===== src/rtl/usb_rx_ctrl_pkg.sv =====
// Shared types and constants for the USB RX packet controller.
package usb_rx_pkg;

  typedef enum logic [3:0] {
    IDLE,
    SYNC_RX,
    SYNC_CHK,
    PID_RX,
    PID_CHK,
    DATA_RX,
    DATA_STORE,
    EOP_WAIT,
    DONE,
    ERR_WAIT,
    ERR_IDLE
  } rx_ctrl_state_t;

  localparam logic [3:0] PID_OUT   = 4'b0001;
  localparam logic [3:0] PID_IN    = 4'b1001;
  localparam logic [3:0] PID_DATA0 = 4'b0011;
  localparam logic [3:0] PID_DATA1 = 4'b1011;
  localparam logic [3:0] PID_ACK   = 4'b0010;
  localparam logic [3:0] PID_NAK   = 4'b1010;
  localparam logic [3:0] PID_STALL = 4'b1110;

  localparam logic [7:0] SYNC_BYTE_DEF = 8'h80;

  // Upper nibble must be the complement of the PID code, and the code must be supported.
  function automatic logic pid_valid(input logic [7:0] b);
    logic [3:0] p;
    p = b[3:0];
    return (b[7:4] == ~p) &&
           (p == PID_OUT || p == PID_IN || p == PID_DATA0 || p == PID_DATA1 ||
            p == PID_ACK || p == PID_NAK || p == PID_STALL);
  endfunction

endpackage


===== src/rtl/usb_rx_ctrl_if.sv =====
// Bundle between the RX front end / FIFO / endpoint logic and the packet controller.
interface usb_rx_ctrl_if;
  logic       d_edge;
  logic       eop;
  logic       shift_enable;
  logic       byte_complete;
  logic [7:0] rcv_data;
  logic       fifo_full;
  logic       enable_timer;
  logic       rcving;
  logic       w_enable;
  logic       r_error;
  logic [3:0] rx_packet;
  logic       rx_data_ready;
  logic       rx_transfer_active;
  logic       flush;

  modport master (
    output d_edge, eop, shift_enable, byte_complete, rcv_data, fifo_full,
    input  enable_timer, rcving, w_enable, r_error, rx_packet,
           rx_data_ready, rx_transfer_active, flush
  );

  modport slave (
    input  d_edge, eop, shift_enable, byte_complete, rcv_data, fifo_full,
    output enable_timer, rcving, w_enable, r_error, rx_packet,
           rx_data_ready, rx_transfer_active, flush
  );
endinterface


===== src/rtl/usb_rx_ctrl.sv =====
// USB RX packet-level control FSM: SYNC/PID validation, payload strobing, length and EOP checks.
//
// state      | meaning
// IDLE       | bus idle, waiting for first D+ edge
// SYNC_RX    | shifting in the SYNC byte
// SYNC_CHK   | compare SYNC byte
// PID_RX     | shifting in the PID byte
// PID_CHK    | validate PID, pick packet type
// DATA_RX    | shifting payload / token bytes
// DATA_STORE | write byte to FIFO, length check
// EOP_WAIT   | expecting EOP, no more bytes
// DONE       | report packet status
// ERR_WAIT   | error seen, waiting for EOP
// ERR_IDLE   | error held, waiting for next packet
module usb_rx_ctrl
  import usb_rx_pkg::*;
#(
  parameter int         MAX_DATA_BYTES = 64,
  parameter logic [7:0] SYNC_BYTE      = SYNC_BYTE_DEF
) (
  input logic           clk,
  input logic           n_rst,
  usb_rx_ctrl_if.slave  bus
);

  localparam logic [6:0] LP_MAX_STORE = 7'(MAX_DATA_BYTES + 2);
  localparam logic [6:0] LP_TOKEN_LEN = 7'd2;

  rx_ctrl_state_t r_state;
  logic [2:0]     r_bit_cnt;
  logic [6:0]     r_byte_cnt;
  logic           r_is_data;
  logic           r_enable_timer;
  logic           r_rcving;
  logic           r_w_enable;
  logic           r_err;
  logic [3:0]     r_rx_packet;
  logic           r_rx_data_ready;
  logic           r_rx_transfer_active;
  logic           r_flush;

  logic           w_eop;
  logic [6:0]     w_byte_inc;
  logic [3:0]     w_pid;
  logic           w_pid_data;
  logic           w_pid_token;

  assign w_eop       = bus.eop & bus.shift_enable;
  assign w_byte_inc  = (r_byte_cnt == 7'h7F) ? r_byte_cnt : r_byte_cnt + 7'd1;
  assign w_pid       = bus.rcv_data[3:0];
  assign w_pid_data  = (w_pid == PID_DATA0) || (w_pid == PID_DATA1);
  assign w_pid_token = (w_pid == PID_OUT) || (w_pid == PID_IN);

  always_ff @(posedge clk) begin
    if (!n_rst) begin
      r_state              <= IDLE;
      r_bit_cnt            <= 3'd0;
      r_byte_cnt           <= 7'd0;
      r_is_data            <= 1'b0;
      r_enable_timer       <= 1'b0;
      r_rcving             <= 1'b0;
      r_w_enable           <= 1'b0;
      r_err                <= 1'b0;
      r_rx_packet          <= 4'h0;
      r_rx_data_ready      <= 1'b0;
      r_rx_transfer_active <= 1'b0;
      r_flush              <= 1'b0;
    end else begin
      r_w_enable      <= 1'b0;
      r_flush         <= 1'b0;
      r_rx_data_ready <= 1'b0;
      if (bus.byte_complete)
        r_bit_cnt <= 3'd0;
      else if (bus.shift_enable)
        r_bit_cnt <= r_bit_cnt + 3'd1;

      case (r_state)
        IDLE, ERR_IDLE: begin
          if (bus.d_edge) begin
            r_state        <= SYNC_RX;
            r_enable_timer <= 1'b1;
            r_rcving       <= 1'b1;
            r_err          <= 1'b0;
            r_byte_cnt     <= 7'd0;
            r_bit_cnt      <= 3'd0;
            r_is_data      <= 1'b0;
          end
        end
        SYNC_RX, PID_RX: begin
          // A byte finishing on the same strobe as EOP still counts as a byte.
          if (bus.byte_complete) begin
            r_state <= (r_state == SYNC_RX) ? SYNC_CHK : PID_CHK;
          end else if (w_eop) begin
            r_state              <= ERR_WAIT;
            r_err                <= 1'b1;
            r_rx_transfer_active <= 1'b0;
          end
        end
        SYNC_CHK: begin
          if (bus.rcv_data == SYNC_BYTE) begin
            r_state <= PID_RX;
          end else begin
            r_state              <= ERR_WAIT;
            r_err                <= 1'b1;
            r_rx_transfer_active <= 1'b0;
          end
        end
        PID_CHK: begin
          if (pid_valid(bus.rcv_data)) begin
            r_rx_packet <= w_pid;
            r_bit_cnt   <= 3'd0;
            if (w_pid_data) begin
              r_flush              <= 1'b1;
              r_rx_transfer_active <= 1'b1;
              r_is_data            <= 1'b1;
              r_state              <= DATA_RX;
            end else if (w_pid_token) begin
              r_is_data <= 1'b0;
              r_state   <= DATA_RX;
            end else begin
              r_is_data <= 1'b0;
              r_state   <= EOP_WAIT;
            end
          end else begin
            r_state              <= ERR_WAIT;
            r_err                <= 1'b1;
            r_rx_transfer_active <= 1'b0;
          end
        end
        DATA_RX: begin
          if (bus.byte_complete) begin
            r_state <= DATA_STORE;
          end else if (w_eop) begin
            if (r_bit_cnt == 3'd0) begin
              r_state <= EOP_WAIT;
            end else begin
              r_state              <= ERR_WAIT;
              r_err                <= 1'b1;
              r_rx_transfer_active <= 1'b0;
            end
          end
        end
        DATA_STORE: begin
          r_byte_cnt <= w_byte_inc;
          if ((r_is_data && (w_byte_inc > LP_MAX_STORE || bus.fifo_full)) ||
              (!r_is_data && w_byte_inc > LP_TOKEN_LEN)) begin
            r_state              <= ERR_WAIT;
            r_err                <= 1'b1;
            r_rx_transfer_active <= 1'b0;
          end else begin
            r_w_enable <= r_is_data;
            r_state    <= DATA_RX;
          end
        end
        EOP_WAIT: begin
          if (bus.byte_complete) begin
            r_state              <= ERR_WAIT;
            r_err                <= 1'b1;
            r_rx_transfer_active <= 1'b0;
          end else if (w_eop) begin
            r_state <= DONE;
          end
        end
        DONE: begin
          if (r_is_data) begin
            if (r_byte_cnt >= 7'd2) r_rx_data_ready <= 1'b1;
            else                    r_err           <= 1'b1;
          end
          r_enable_timer       <= 1'b0;
          r_rcving             <= 1'b0;
          r_rx_transfer_active <= 1'b0;
          r_state              <= IDLE;
        end
        ERR_WAIT: begin
          if (w_eop) begin
            r_state        <= ERR_IDLE;
            r_enable_timer <= 1'b0;
            r_rcving       <= 1'b0;
          end
        end
        default: r_state <= IDLE;
      endcase
    end
  end

  assign bus.enable_timer       = r_enable_timer;
  assign bus.rcving             = r_rcving;
  assign bus.w_enable           = r_w_enable;
  assign bus.r_error            = r_err;
  assign bus.rx_packet          = r_rx_packet;
  assign bus.rx_data_ready      = r_rx_data_ready;
  assign bus.rx_transfer_active = r_rx_transfer_active;
  assign bus.flush              = r_flush;

endmodule


===== src/flat_wrapper.sv =====
// flat-port wrapper written by rule: the top's interface ports become plain ports
module usb_rx_ctrl_flat import usb_rx_pkg::*;
#(
  parameter int         MAX_DATA_BYTES = 64,
  parameter logic [7:0] SYNC_BYTE      = SYNC_BYTE_DEF
)
  (clk, n_rst, bus_d_edge, bus_eop, bus_shift_enable, bus_byte_complete, bus_rcv_data, bus_fifo_full, bus_enable_timer, bus_rcving, bus_w_enable, bus_r_error, bus_rx_packet, bus_rx_data_ready, bus_rx_transfer_active, bus_flush);
  usb_rx_ctrl_if bus_i ();
  input logic clk;
  input logic n_rst;
  input wire logic [$bits(bus_i.d_edge)-1:0] bus_d_edge;
  input wire logic [$bits(bus_i.eop)-1:0] bus_eop;
  input wire logic [$bits(bus_i.shift_enable)-1:0] bus_shift_enable;
  input wire logic [$bits(bus_i.byte_complete)-1:0] bus_byte_complete;
  input wire logic [$bits(bus_i.rcv_data)-1:0] bus_rcv_data;
  input wire logic [$bits(bus_i.fifo_full)-1:0] bus_fifo_full;
  output wire logic [$bits(bus_i.enable_timer)-1:0] bus_enable_timer;
  output wire logic [$bits(bus_i.rcving)-1:0] bus_rcving;
  output wire logic [$bits(bus_i.w_enable)-1:0] bus_w_enable;
  output wire logic [$bits(bus_i.r_error)-1:0] bus_r_error;
  output wire logic [$bits(bus_i.rx_packet)-1:0] bus_rx_packet;
  output wire logic [$bits(bus_i.rx_data_ready)-1:0] bus_rx_data_ready;
  output wire logic [$bits(bus_i.rx_transfer_active)-1:0] bus_rx_transfer_active;
  output wire logic [$bits(bus_i.flush)-1:0] bus_flush;
  assign bus_i.d_edge = bus_d_edge;
  assign bus_i.eop = bus_eop;
  assign bus_i.shift_enable = bus_shift_enable;
  assign bus_i.byte_complete = bus_byte_complete;
  assign bus_i.rcv_data = bus_rcv_data;
  assign bus_i.fifo_full = bus_fifo_full;
  assign bus_enable_timer = bus_i.enable_timer;
  assign bus_rcving = bus_i.rcving;
  assign bus_w_enable = bus_i.w_enable;
  assign bus_r_error = bus_i.r_error;
  assign bus_rx_packet = bus_i.rx_packet;
  assign bus_rx_data_ready = bus_i.rx_data_ready;
  assign bus_rx_transfer_active = bus_i.rx_transfer_active;
  assign bus_flush = bus_i.flush;
  usb_rx_ctrl #(.MAX_DATA_BYTES(MAX_DATA_BYTES), .SYNC_BYTE(SYNC_BYTE)) u_core (.clk(clk), .n_rst(n_rst), .bus(bus_i));
endmodule

===== config.mk =====
export PLATFORM = sky130hd
export DESIGN_NAME = usb_rx_ctrl_flat
export DESIGN_NICKNAME = d
export VERILOG_FILES = /design/src/rtl/usb_rx_ctrl_pkg.sv /design/src/rtl/usb_rx_ctrl_if.sv /design/src/rtl/usb_rx_ctrl.sv /design/src/flat_wrapper.sv
export SDC_FILE = /design/constraint.sdc
export NUM_CORES = 1
export LEC_CHECK = 0
export ABC_AREA = 1
export ABC_CLOCK_PERIOD_IN_PS = 1700
export CAP_MARGIN = 20
export CORE_MARGIN = 1
export CORE_UTILIZATION = 40
export CTS_CLUSTER_SIZE = 28
export DETAILED_ROUTE_END_ITERATION = 8
export GPL_TIMING_DRIVEN = 1
export SLEW_MARGIN = 20
export SYNTH_ARGS = -nofsm -noshare
export SYNTH_HDL_FRONTEND = slang
export SYNTH_SLANG_ARGS = --single-unit

===== constraint.sdc =====
create_clock -name clk -period 1.7 [get_ports clk]
set_input_delay 0.255 -clock clk [delete_from_list [all_inputs] [get_ports clk]]
set_output_delay 0.255 -clock clk [all_outputs]
set_load 0.05 [all_outputs]

[Word level (Yosys, flattened, before mapping)]
Cells that the tools add are included.
Storage, ports and cells
  register bits: 25
  bits in latches: 0
  memory bits (writable): 0
  memory bits (read-only): 0
  input bits: 15
  output and inout port bits: 11
  word-level logic and storage cells: 144
  memories: 0
Operators by class
  add/subtract/negate cells: 2
  multipliers: 0
  divide/modulo/power cells: 0
  order comparisons: 3
  equal/unequal tests: 38
  shift operators: 0
  multiplexer cells: 54
  bitwise gates (word level): 4
  reduce and logical (&&, ||, !) cells: 32
Operators with widths (number)
  $mux W4: 13
  $pmux W4 S8: 1
  $eq A4 B4 Y1 const B: 7
  $mux W1: 26
  $eq A4 B2 Y1 const B: 4
  $eq A4 B3 Y1 const B: 4
  $ne A2 B2 Y1 const B: 8
  $mux W3: 5
  $mux W7: 2
  $pmux W7 S2: 1
  $reduce_and A13 Y1: 1
  $ne A2 B1 Y1 const B: 6
  $ne A3 B2 Y1 const B: 4
  $reduce_and A3 Y1: 4
  $reduce_and A10 Y1: 1
  $logic_or A1 B1 Y1: 9
  $eq A4 B1 Y1 const B: 2
  $eq A8 B8 Y1 const B: 1
  $pmux W1 S8: 1
  $reduce_bool A8 Y1: 1
  $add A7 B1 Y7 const B: 1
  $eq A7 B7 Y1 const B: 1
  $ge A7 B2 Y1 const B: 1
  $gt A7 B2 Y1 const B: 1
  22 further kinds: 28

[Longest topological paths before layout]
Gate-level depths: netlist of run 1.
  depth after elaboration: 10
  depth in mapped cells: 14
  depth with buffers taken out: 14

[Least setup slack after synthesis of run 1]
Ideal clock, no wire load.
  path kind: register to register
  start point: register u_core.r_byte_cnt[1]
  end point: register u_core.r_state[3]
  setup time: 0.132 ns
  data arrival time: 1.491 ns
  required time: 1.568 ns
  setup slack: 0.076 ns
  stages on the path, launching flop included: 15
  path buffers: 0
  clock period less this slack: 1.624 ns
  cell sequence: dfxtp_1 > ha_1 > nand2_2 > nor2_4 > nand2_2 > nand2_1 > nand2_1 > nand2_1 > nand4_1 > nand2_2 > nand2_1 > nand2_1 > nand2_1 > nand2_1 > a21oi_1
On the way
  cells in the longest elaborated chain, start to end: 8
RTL lines
  from (decl): RTL line usb_rx_ctrl.sv:31  | logic [6:0] r_byte_cnt;
  from (signal assigned): RTL line usb_rx_ctrl.sv:144  | r_byte_cnt <= w_byte_inc;
  $add A7 B1 Y7 / $eq A7 B7 Y1 (equally long branches): RTL line usb_rx_ctrl.sv:49  | assign w_byte_inc = (r_byte_cnt == 7'h7F) ? r_byte_cnt : r_byte_cnt + 7'd1;
  $mux W7 *: RTL line usb_rx_ctrl.sv:49
  $gt A7 B7 Y1: RTL line usb_rx_ctrl.sv:145  | if ((r_is_data && (w_byte_inc > LP_MAX_STORE || bus.fifo_full)) ||
  $logic_or A1 B1 Y1: RTL line usb_rx_ctrl.sv:145
  $logic_and A1 B1 Y1: RTL line usb_rx_ctrl.sv:145
  $logic_or A1 B1 Y1 *: RTL line usb_rx_ctrl.sv:145
  $mux W4 *: RTL line usb_rx_ctrl.sv:145
  $pmux W4 S8 *: RTL line usb_rx_ctrl.sv:77  | case (r_state)
  to (signal assigned): RTL line usb_rx_ctrl.sv:92  | r_state <= (r_state == SYNC_RX) ? SYNC_CHK : PID_CHK;
  to (decl): RTL line usb_rx_ctrl.sv:29  | rx_ctrl_state_t r_state;
Mark *: on every way between the ends. The rest lies on a longest branch, timed or not.
A chain may end at the register's enable or synchronous reset.

[Worst setup path in the final report of run 1]
  start point: register u_core.r_rx_data_ready (netlist: u_core.bus.rx_data_ready)
  end point: output bus_rx_data_ready
RTL lines
  from (decl): RTL line usb_rx_ctrl.sv:38  | logic r_rx_data_ready;
  from (signal assigned): RTL line usb_rx_ctrl.sv:65  | r_rx_data_ready <= 1'b0;
  from (signal assigned): RTL line usb_rx_ctrl.sv:71  | r_rx_data_ready <= 1'b0;
  from (signal assigned): RTL line usb_rx_ctrl.sv:166  | if (r_byte_cnt >= 7'd2) r_rx_data_ready <= 1'b1;
  to (decl): RTL line flat_wrapper.sv:22  | output wire logic [$bits(bus_i.rx_data_ready)-1:0] bus_rx_data_ready;
No word-level cell between the ends.

==> reports/qor_table.md, run 1 <==
| Step | Parameter | Value |
| --- | --- | --- |
| yosys | Fraction of post-synthesis cell area in the top cell type by area | 0.305 |
| timing | Fin. Hold Viols | 0 |
| floorplan | DIE WIDTH | 66.1 µm |
| yosys | Area contributors post-synth | sky130_fd_sc_hd__dfxtp_1 (30%), sky130_fd_sc_hd__nand2_1 (13%), sky130_fd_sc_hd__a21oi_1 (7.9%) |
| detailed routing | Total wire length after detailed routing | 4250 µm |
| pwr | Max rail drop VDD | 0.702 mV |
| timing | Post-route worst hold slack | 0.450 ns |
| critical path | Buf+Inv Stages, Crit Path | 1 |
| yosys | Avg Inst Size Synth | 6.51 µm² |
| critical path | Number of cells on the critical path | 1 |
| detailed routing | Average detailed-routed wire length per instance | 11.9 µm |
| yosys | Synthesized net count | 271 |
| yosys | Number of enable flip-flop cells after synthesis | 0 |
| clock network | Count of H-tree levels built during CTS | 1 |
| clock network | Library cell used as clock root buffer | sky130_fd_sc_hd__clkbuf_8 |
| timing | Maximum clock frequency | 607 MHz |
| timing | Remaining max-slew budget at the tightest pin | 0.669 |
| global routing | Number of antenna violations at the first check in global routing | 0 |
| run status | Result of the run | completed |
| critical path | Crit start category | flip-flop |
| final layout | Post-route core utilization | 0.601 |
| detailed routing | First drt pass iteration count | 4 |
| clock network | Clock tree from TritonCTS | yes |
| run | Max-cap violation count | 0 |
| critical path | Critical path, cell by cell | clkdlybuf4s50_1 |
| final layout | Number of antenna repair diodes | 0 |
| clock network | Max Root-Sink Buffers | 2 |
| yosys | Number of flip-flops and latches in the synthesized netlist | 25 |
| yosys | Most instantiated library cell after synthesis | sky130_fd_sc_hd__nand2_1 |
| yosys | Sequential fraction of the synthesis area | 0.305 |
| yosys | Synth warn | 0 |
| place | Number of buffers added on ports | 25 |
| critical path | Type of element capturing the critical path | output pin |
| global routing | Total congestion overflow after global routing | 0 |
| clock network | Hold_buf cts | 0 |
| yosys | Syn Inst Count | 252 |
| pwr | Leakage power summed over all cells | 1.01 nW |
| global routing | First-pass GRT wire length | 7180 µm |
| timing | Worst setup skew after layout | 0.00610 ns |
| clock network | Clk_lat worst skew | 0.28 ns |
| critical path | Delay of the slowest cell on the worst path | 0.79 ns |
| critical path | Slack of the worst reg-to-reg path | 0.07 ns |
| detailed routing | Total vias in the final route | 1748 |
| floorplan | Floorplan die area | 0.00436 mm² |
| critical path | Path type of the worst setup path | reg2out |
| detailed routing | Via count normalized by instance count | 4.91 |
| floorplan | Row cnt | 22 |
| final layout | Share of layout cells above drive strength 1 | 0.292 |
| timing | Slew Viols, Final | 0 |
| global routing | Largest net degree at the start of global routing | 16 |
| yosys | Post-synth top cells | sky130_fd_sc_hd__nand2_1 (55), sky130_fd_sc_hd__nor2_1 (31), sky130_fd_sc_hd__a21oi_1 (26) |
| detailed routing | ANT nets after route | 0 |
| final layout | Net count reported at finish | 328 |
| critical path | Launching instance or port of the critical path | u_core.bus.rx_data_ready$_SDFF_PN0_ |
| yosys | Dominant cell type by area after synthesis | sky130_fd_sc_hd__dfxtp_1 |
| critical path | Dominant delay contributor by cell family on the critical path | buffers and inverters |
| yosys | Post-synthesis cell area | 0.00164 mm² |
| yosys | Share of async-settable or async-resettable flops after synthesis | 0 |
| clock network | CTS Sinks | 25 |
| min path | Worst min-delay path category | reg2reg |
| place | Detailed Place HPWL | 3300 µm |
| timing | RSZ-0062 raised after global routing | yes |
| global routing | Number of global-route vias before repair | 1576 |
| yosys | Number of distinct library cell variants in the gate-level netlist after synthesis | 33 |
| timing | Slew at the pin with the worst max-slew slack | 0.495 ns |
| floorplan | Starting density of the core | 0.432 |
| timing | Period minus WS final | 1.65 ns |
| critical path | Crit path max-delay cell type | sky130_fd_sc_hd__clkdlybuf4s50_1 |
| clock network | Clk pin slew, worst setup/hold paths | 0.10 ns |
| timing | Post-route clock period utilization | 0.969 |
| critical path | Required time of the critical path | 1.44 ns |
| critical path | Endpoint of the most critical setup path | bus_rx_data_ready |
| critical path | Worst flop-to-flop path startpoint | u_core.r_byte_cnt[0]$_SDFFE_PN0P_ |
| place | Routability cong. | 0.920 |
| yosys | Most used DFF post-synth | sky130_fd_sc_hd__dfxtp_1 |
| pwr | Cell area power density | 782 mW/mm² |
| global routing | Total Routing Usage GR | 0.213 |
| clock network | Clock buffers created by TritonCTS | 3 |
| critical path | Crit Reg-Reg Endpoint | u_core.r_state[2]$_SDFFE_PN0P_ |
| detailed routing | Initial DRC count | 59 |
| critical path | Arrival time of data at the critical path endpoint | 1.39 ns |
| timing | Final setup violation count | 0 |
| floorplan | Chip Height | 66.1 µm |
| critical path | Maximum fanout along the worst path | 1 |
| detailed routing | Final routed DRC violation total | 0 |
| final layout | P&R area growth vs syn | 39.2% |
| floorplan | Area of the placeable core | 0.00380 mm² |
| floorplan | I/O pin count | 26 |
| critical path | Number of cells on the worst reg-to-reg path | 11 |
[state kept, by name, summed over array words and instances, names as in the netlist]
register / cells
u_core.bus.enable_timer: 1
u_core.bus.flush: 1
u_core.bus.r_error: 1
u_core.bus.rx_data_ready: 1
u_core.bus.rx_packet: 4
u_core.bus.rx_transfer_active: 1
u_core.bus.w_enable: 1
u_core.r_bit_cnt: 3
u_core.r_byte_cnt: 7
u_core.r_is_data: 1
u_core.r_state: 4
[through the flow]
stage               setup slack [ns]  instances  area (µm²)  TNS (ns)  power [mW]
detailed placement            -0.166        351        2150     -1.28        1.40
CTS                          0.00151        355        2200         0        1.78
global route                 -0.0613        356        2280   -0.0997        1.91
global placement             -0.0959        351        2150    -0.766        1.40
finish                        0.0523        356        2280         0        1.79
floorplan                     0.0762        252        1640         0        1.15
[area by class of cell]
cell class | instances | area [µm²]
clock buffer | 3 | 41.3
clock inverter | 1 | 7.51
fill | 383 | 1510
inverter | 34 | 128
multi-input combinational | 189 | 1060
sequential | 25 | 509
tap | 48 | 60.1
timing repair buffer | 56 | 475
[worst min-delay path by stage]
stage                                     from                                   end  slack, ns  cells past startpoint
5_1_grt        u_core.bus.r_error$_SDFFE_PN0P_       u_core.bus.r_error$_SDFFE_PN0P_       0.47                      2
6_report       u_core.bus.r_error$_SDFFE_PN0P_       u_core.bus.r_error$_SDFFE_PN0P_       0.45                      2
3_3_place_gp   u_core.bus.r_error$_SDFFE_PN0P_       u_core.bus.r_error$_SDFFE_PN0P_       0.44                      2
4_1_cts        u_core.bus.r_error$_SDFFE_PN0P_       u_core.bus.r_error$_SDFFE_PN0P_       0.45                      2
3_5_place_dp   u_core.bus.r_error$_SDFFE_PN0P_       u_core.bus.r_error$_SDFFE_PN0P_       0.44                      2
2_1_floorplan                  bus_rcv_data[1]  u_core.bus.rx_packet[1]$_SDFFE_PN0P_       0.40                      2
[per-layer routing]
metal / part of all wire / global-route usage
met3: 0.036 / 0.0414
met2: 0.42 / 0.309
met1: 0.53 / 0.317
met4: 0.0073 / 0.0559
met5: 0 / 0
[placed cells by master (no fill, tap or decap), types with 3 or more instances in the layout]
cell type,n
sky130_fd_sc_hd__nand3_1,12
sky130_fd_sc_hd__dfxtp_2,4
sky130_fd_sc_hd__nand2_1,51
sky130_fd_sc_hd__dfxtp_1,20
sky130_fd_sc_hd__a21oi_1,24
sky130_fd_sc_hd__nor2_2,6
sky130_fd_sc_hd__nor3_2,3
sky130_fd_sc_hd__nor2_1,31
sky130_fd_sc_hd__clkbuf_8,3
sky130_fd_sc_hd__nor3_1,3
sky130_fd_sc_hd__inv_2,10
sky130_fd_sc_hd__nand4_1,8
sky130_fd_sc_hd__buf_4,38
sky130_fd_sc_hd__a21oi_2,3
sky130_fd_sc_hd__o21ai_0,11
sky130_fd_sc_hd__clkdlybuf4s50_1,17
sky130_fd_sc_hd__nand2_2,9
sky130_fd_sc_hd__inv_1,22
sky130_fd_sc_hd__ha_1,3
[report_power, final]
part,leakage (nW),internal (mW),switching (mW),total (mW)
clock,0.0217,0.167,0.211,0.378
sequential,0.205,0.626,0.0429,0.669
combinational,0.785,0.289,0.450,0.739
[cell families after synthesis]
kind of cell / synth area share
and+or+nand+nor: 0.386
AOI/OAI and AO/OA: 0.154
buffers and inverters: 0.0915
DFF: 0.305
xor gates and xnor gates: 0.0267
adders and majority gates: 0.0305
muxes: 0.00610
[repair_timing]
| action | CTS | global route |
|---|---|---|
| setup endpoints to repair | 0 | 6 |
| resized for setup | 0 | 21 |
| setup buffers | 0 | 1 |
Power figures use the tool's default switching activity.
==> inputs of run 2 (changes only) <==
SLEW_MARGIN = default   (was 20)
==> results of run 2 <==
The final DEF is identical to that of run 1; final timing and power are the same.
==> inputs of run 3 (changes only) <==
CELL_PAD_IN_SITES_DETAIL_PLACEMENT = 1   (was default)
CELL_PAD_IN_SITES_GLOBAL_PLACEMENT = 1   (was default)
CORE_ASPECT_RATIO = 0.7   (was default)
CORE_UTILIZATION = 34   (was 40)
PLACE_DENSITY_LB_ADDON = 0.1   (was default)
==> run 3 against run 2 <==
  * Sequential share of layout area fell by 1.3 points
  * Cell count rose by 5.6%
  * Via count grew 6.9%
  * Utilization fell by 6.0 points
  * Critical path type is now reg2reg
  * Die area up 17%
  * Register-to-register slack worse by 0.06 ns
  * Maximum frequency decreased by 2.5%
  * Clock power decreased by 3%
  * Design area rose by 6.2%
  * Routed wire length is 31% higher
  * First-iteration DRC count rose by 15%
==> reports/qor_table.md, run 3 (synthesized netlist as in run 1, its figures left out) <==
| Step | Parameter | Value | Delta |
| --- | --- | --- | --- |
| clock network | Count of H-tree levels built during CTS | 1 | unchanged |
| pwr | Leakage power summed over all cells | 1.09 nW | +8.1% |
| pwr | Total internal power | 1.14 mW | +5.2% |
| run status | Result of the run | completed |  |
| clock network | Clock tree from TritonCTS | yes |  |
| critical path | Type of element capturing the critical path | flip-flop |  |
| pwr | Portion of total power attributed to combinational logic | 0.447 | +0.033 |
| floorplan | Chip Height | 60.1 µm | -9.0% |
| final layout | Most frequent cells in the layout | sky130_fd_sc_hd__buf_4 (52), sky130_fd_sc_hd__nand2_1 (49), sky130_fd_sc_hd__nor2_1 (27), sky130_fd_sc_hd__a21oi_1 (25), sky130_fd_sc_hd__inv_1 (22) |  |
| timing | Remaining max-slew budget at the tightest pin | 0.745 | +0.0760 |
| global routing | Number of antenna violations at the first check in global routing | 0 | unchanged |
| detailed routing | Total vias in the final route | 1868 | +6.9% |
| detailed routing | Average detailed-routed wire length per instance | 14.8 µm | +24% |
| pwr | Cell area power density | 780 mW/mm² | -0.16% |
| timing | Post-route worst hold slack | 0.464 ns | +0.0132 ns |
| clock network | CTS Sinks | 25 | unchanged |
| clock network | Hold_buf cts | 0 | unchanged |
| timing | Slew at the pin with the worst max-slew slack | 0.372 ns | -0.122 ns |
| clock network | Clk_lat worst skew | 0.27 ns | about the same |
| place | Detailed Place HPWL | 4490 µm | +36% |
| timing | Final setup violation count | 0 | unchanged |
| critical path | Path type of the worst setup path | reg2reg |  |
| final layout | Number of antenna repair diodes | 0 | unchanged |
| run | Max-cap violation count | 0 | unchanged |
| global routing | Largest net degree at the start of global routing | 16 | unchanged |
| final layout | Sequential cell area in the final layout | 509 µm² | unchanged |
| detailed routing | First drt pass iteration count | 4 | unchanged |
| floorplan | Area of the placeable core | 0.00448 mm² | +18% |
| critical path | Required time of the critical path | 1.87 ns | +0.43 ns |
| detailed routing | Via count normalized by instance count | 4.97 | +1.2% |
| timing | Period minus WS final | 1.69 ns | +0.0424 ns |
| final layout | Share of layout cells above drive strength 1 | 0.358 | +0.0660 |
| clock network | Clk pin slew, worst setup/hold paths | 0.10 ns | about the same |
| timing | Slew Viols, Final | 0 | unchanged |
| pwr | Proportion of total power due to net switching | 0.399 | +0.00478 |
| detailed routing | Total wire length after detailed routing | 5580 µm | +31% |
| timing | Worst setup skew after layout | 0.00619 ns | +0.0000822 ns |
| clock network | Clock buffers created by TritonCTS | 3 | unchanged |
| pwr | Power share of the sequential group | 0.360 | -0.014 |
| floorplan | Row cnt | 20 | -9.1% |
| critical path | Maximum fanout along the worst path | 3 | +2 |
| detailed routing | Final routed DRC violation total | 0 | unchanged |
| final layout | Final-layout fill cell count | 598 | +56% |
| pwr | Max rail drop VDD | 0.642 mV | -8.5% |
| pwr | Switching power | 0.756 mW | +7.4% |
| clock network | Max Root-Sink Buffers | 2 | unchanged |
| timing | Fin. Hold Viols | 0 | unchanged |
| global routing | Total Routing Usage GR | 0.224 | +0.0110 |
| detailed routing | Initial DRC count | 68 | +15% |
| floorplan | Starting density of the core | 0.366 | -0.0657 |
| floorplan | Floorplan die area | 0.00511 mm² | +17% |
| timing | Setup_tns | 0 ns | unchanged |
| global routing | First-pass GRT wire length | 8780 µm | +22% |
| timing | RSZ-0062 raised after global routing | yes |  |
| min path | Worst min-delay path category | reg2reg |  |
| critical path | Crit start category | flip-flop |  |
| global routing | Total congestion overflow after global routing | 0 | unchanged |
| floorplan | DIE WIDTH | 85.1 µm | +29% |
| critical path | Arrival time of data at the critical path endpoint | 1.86 ns | +0.47 ns |
| final layout | Area used by multi-input combinational logic | 0.00109 mm² | +2.6% |
| floorplan | I/O pin count | 26 | unchanged |
| detailed routing | ANT nets after route | 0 | unchanged |
| final layout | Net count reported at finish | 341 | +4.0% |
| global routing | Number of global-route vias before repair | 1766 | +12% |
| pwr | Clock group share of total power | 0.194 | -0.018 |
| timing | Maximum clock frequency | 592 MHz | -2.5% |
| final layout | Largest register by flop count | u_core.r_byte_cnt |  |
| place | Routability cong. | 0.843 | -8.4% |
| final layout | Number of flip-flops in the largest register | 7 | unchanged |
| timing | Post-route clock period utilization | 0.994 | +0.0249 |
| clock network | Library cell used as clock root buffer | sky130_fd_sc_hd__clkbuf_8 |  |
| place | Number of buffers added on ports | 25 | unchanged |
| final layout | Leading cell type in the layout, fill and taps excluded | sky130_fd_sc_hd__buf_4 |  |
| final layout | P&R area growth vs syn | 47.9% |  |
-- run 3: changes by cell type in the layout (fill, tap and decap cells not counted), moves of 2 or more --
cell	previous run	this run
sky130_fd_sc_hd__buf_4	38	52
sky130_fd_sc_hd__clkdlybuf4s50_1	17	14
sky130_fd_sc_hd__dfxtp_1	20	18
sky130_fd_sc_hd__dfxtp_2	4	7
sky130_fd_sc_hd__nand2_1	51	49
sky130_fd_sc_hd__nand2_2	9	11
sky130_fd_sc_hd__nor2_1	31	27
sky130_fd_sc_hd__nor2_2	6	10
-- run 3: worst paths after layout --
| kind | from | endpoint | slack [ns] | cells past startpoint |
|---|---|---|---|---|
| max reg2reg | u_core.r_byte_cnt[0]$_SDFFE_PN0P_ | u_core.r_state[3]$_SDFFE_PN0P_ | 0.01 | 13 |
| max | u_core.r_byte_cnt[0]$_SDFFE_PN0P_ | u_core.r_state[3]$_SDFFE_PN0P_ | 0.01 | 13 |
| min reg2reg | u_core.bus.r_error$_SDFFE_PN0P_ | u_core.bus.r_error$_SDFFE_PN0P_ | 0.46 | 2 |
| min | u_core.bus.r_error$_SDFFE_PN0P_ | u_core.bus.r_error$_SDFFE_PN0P_ | 0.46 | 2 |
-- run 3: worst max-delay path, cell delays in order, from the launching register on --
cell,delay [ns]
sky130_fd_sc_hd__dfxtp_2,0.37
sky130_fd_sc_hd__ha_4,0.16
sky130_fd_sc_hd__buf_6,0.11
sky130_fd_sc_hd__nand3_1,0.08
sky130_fd_sc_hd__nand2_1,0.08
sky130_fd_sc_hd__nand3_2,0.09
sky130_fd_sc_hd__nor2_2,0.15
sky130_fd_sc_hd__nand4_1,0.12
sky130_fd_sc_hd__nand2_2,0.11
sky130_fd_sc_hd__nand2_1,0.05
sky130_fd_sc_hd__nand2_1,0.07
sky130_fd_sc_hd__nand2_1,0.05
sky130_fd_sc_hd__nand2_1,0.09
sky130_fd_sc_hd__a21oi_2,0.06
-- run 3: metal layers --
layer | vias to the layer above | part of all wire | wire [µm] | GRT usage
met5 | - | 0 | 0 | 0
met4 | 0 | 0.0032 | 18 | 0.0291
met3 | 2 | 0.030 | 169 | 0.0331
met2 | 27 | 0.42 | 2340 | 0.344
met1 | 880 | 0.55 | 3050 | 0.337
li1 | 959 | - | - | -
-- run 3: repair_timing --
action                     4_1_cts  5_1_grt
resized for setup                6       25
gates cloned                     0        0
pin swaps                        3       10
setup buffers                    0        3
setup endpoints to repair        4       13
-- run 3: layout make-up --
class / count / area share
Tap cell: 55 / 0.0284
Timing Repair Buffer: 69 / 0.240
Clock buffer: 3 / 0.0170
Clock inverter: 1 / 0.00309
Sequential cell: 25 / 0.210
Inverter: 34 / 0.0526
Multi-Input combinational cell: 189 / 0.449
-- run 3: per-stage QoR --
stage | total power, mW | utilization | instance area (µm²) | setup slack (ns) | cells
2_1_floorplan | 1.15 | - | 1640 | 0.0762 | 252
3_3_place_gp | 1.48 | 0.501 | 2240 | -0.127 | 369
3_5_place_dp | 1.50 | 0.501 | 2240 | -0.161 | 369
4_1_cts | 1.87 | 0.518 | 2320 | 0.00491 | 373
5_1_grt | 2.00 | 0.542 | 2430 | -0.105 | 376
6_report | 1.89 | 0.542 | 2430 | 0.00993 | 376
-- run 3: power by group through the flow --
| stage | sequential (mW) | combinational (mW) | clock [mW] |
|---|---|---|---|
| after floorplan | 0.728 | 0.419 | 0 |
| after global placement | 0.686 | 0.789 | 0 |
| after detailed placement | 0.686 | 0.812 | 0 |
| after CTS | 0.674 | 0.815 | 0.385 |
| after global routing | 0.686 | 0.919 | 0.395 |
| final | 0.681 | 0.846 | 0.367 |
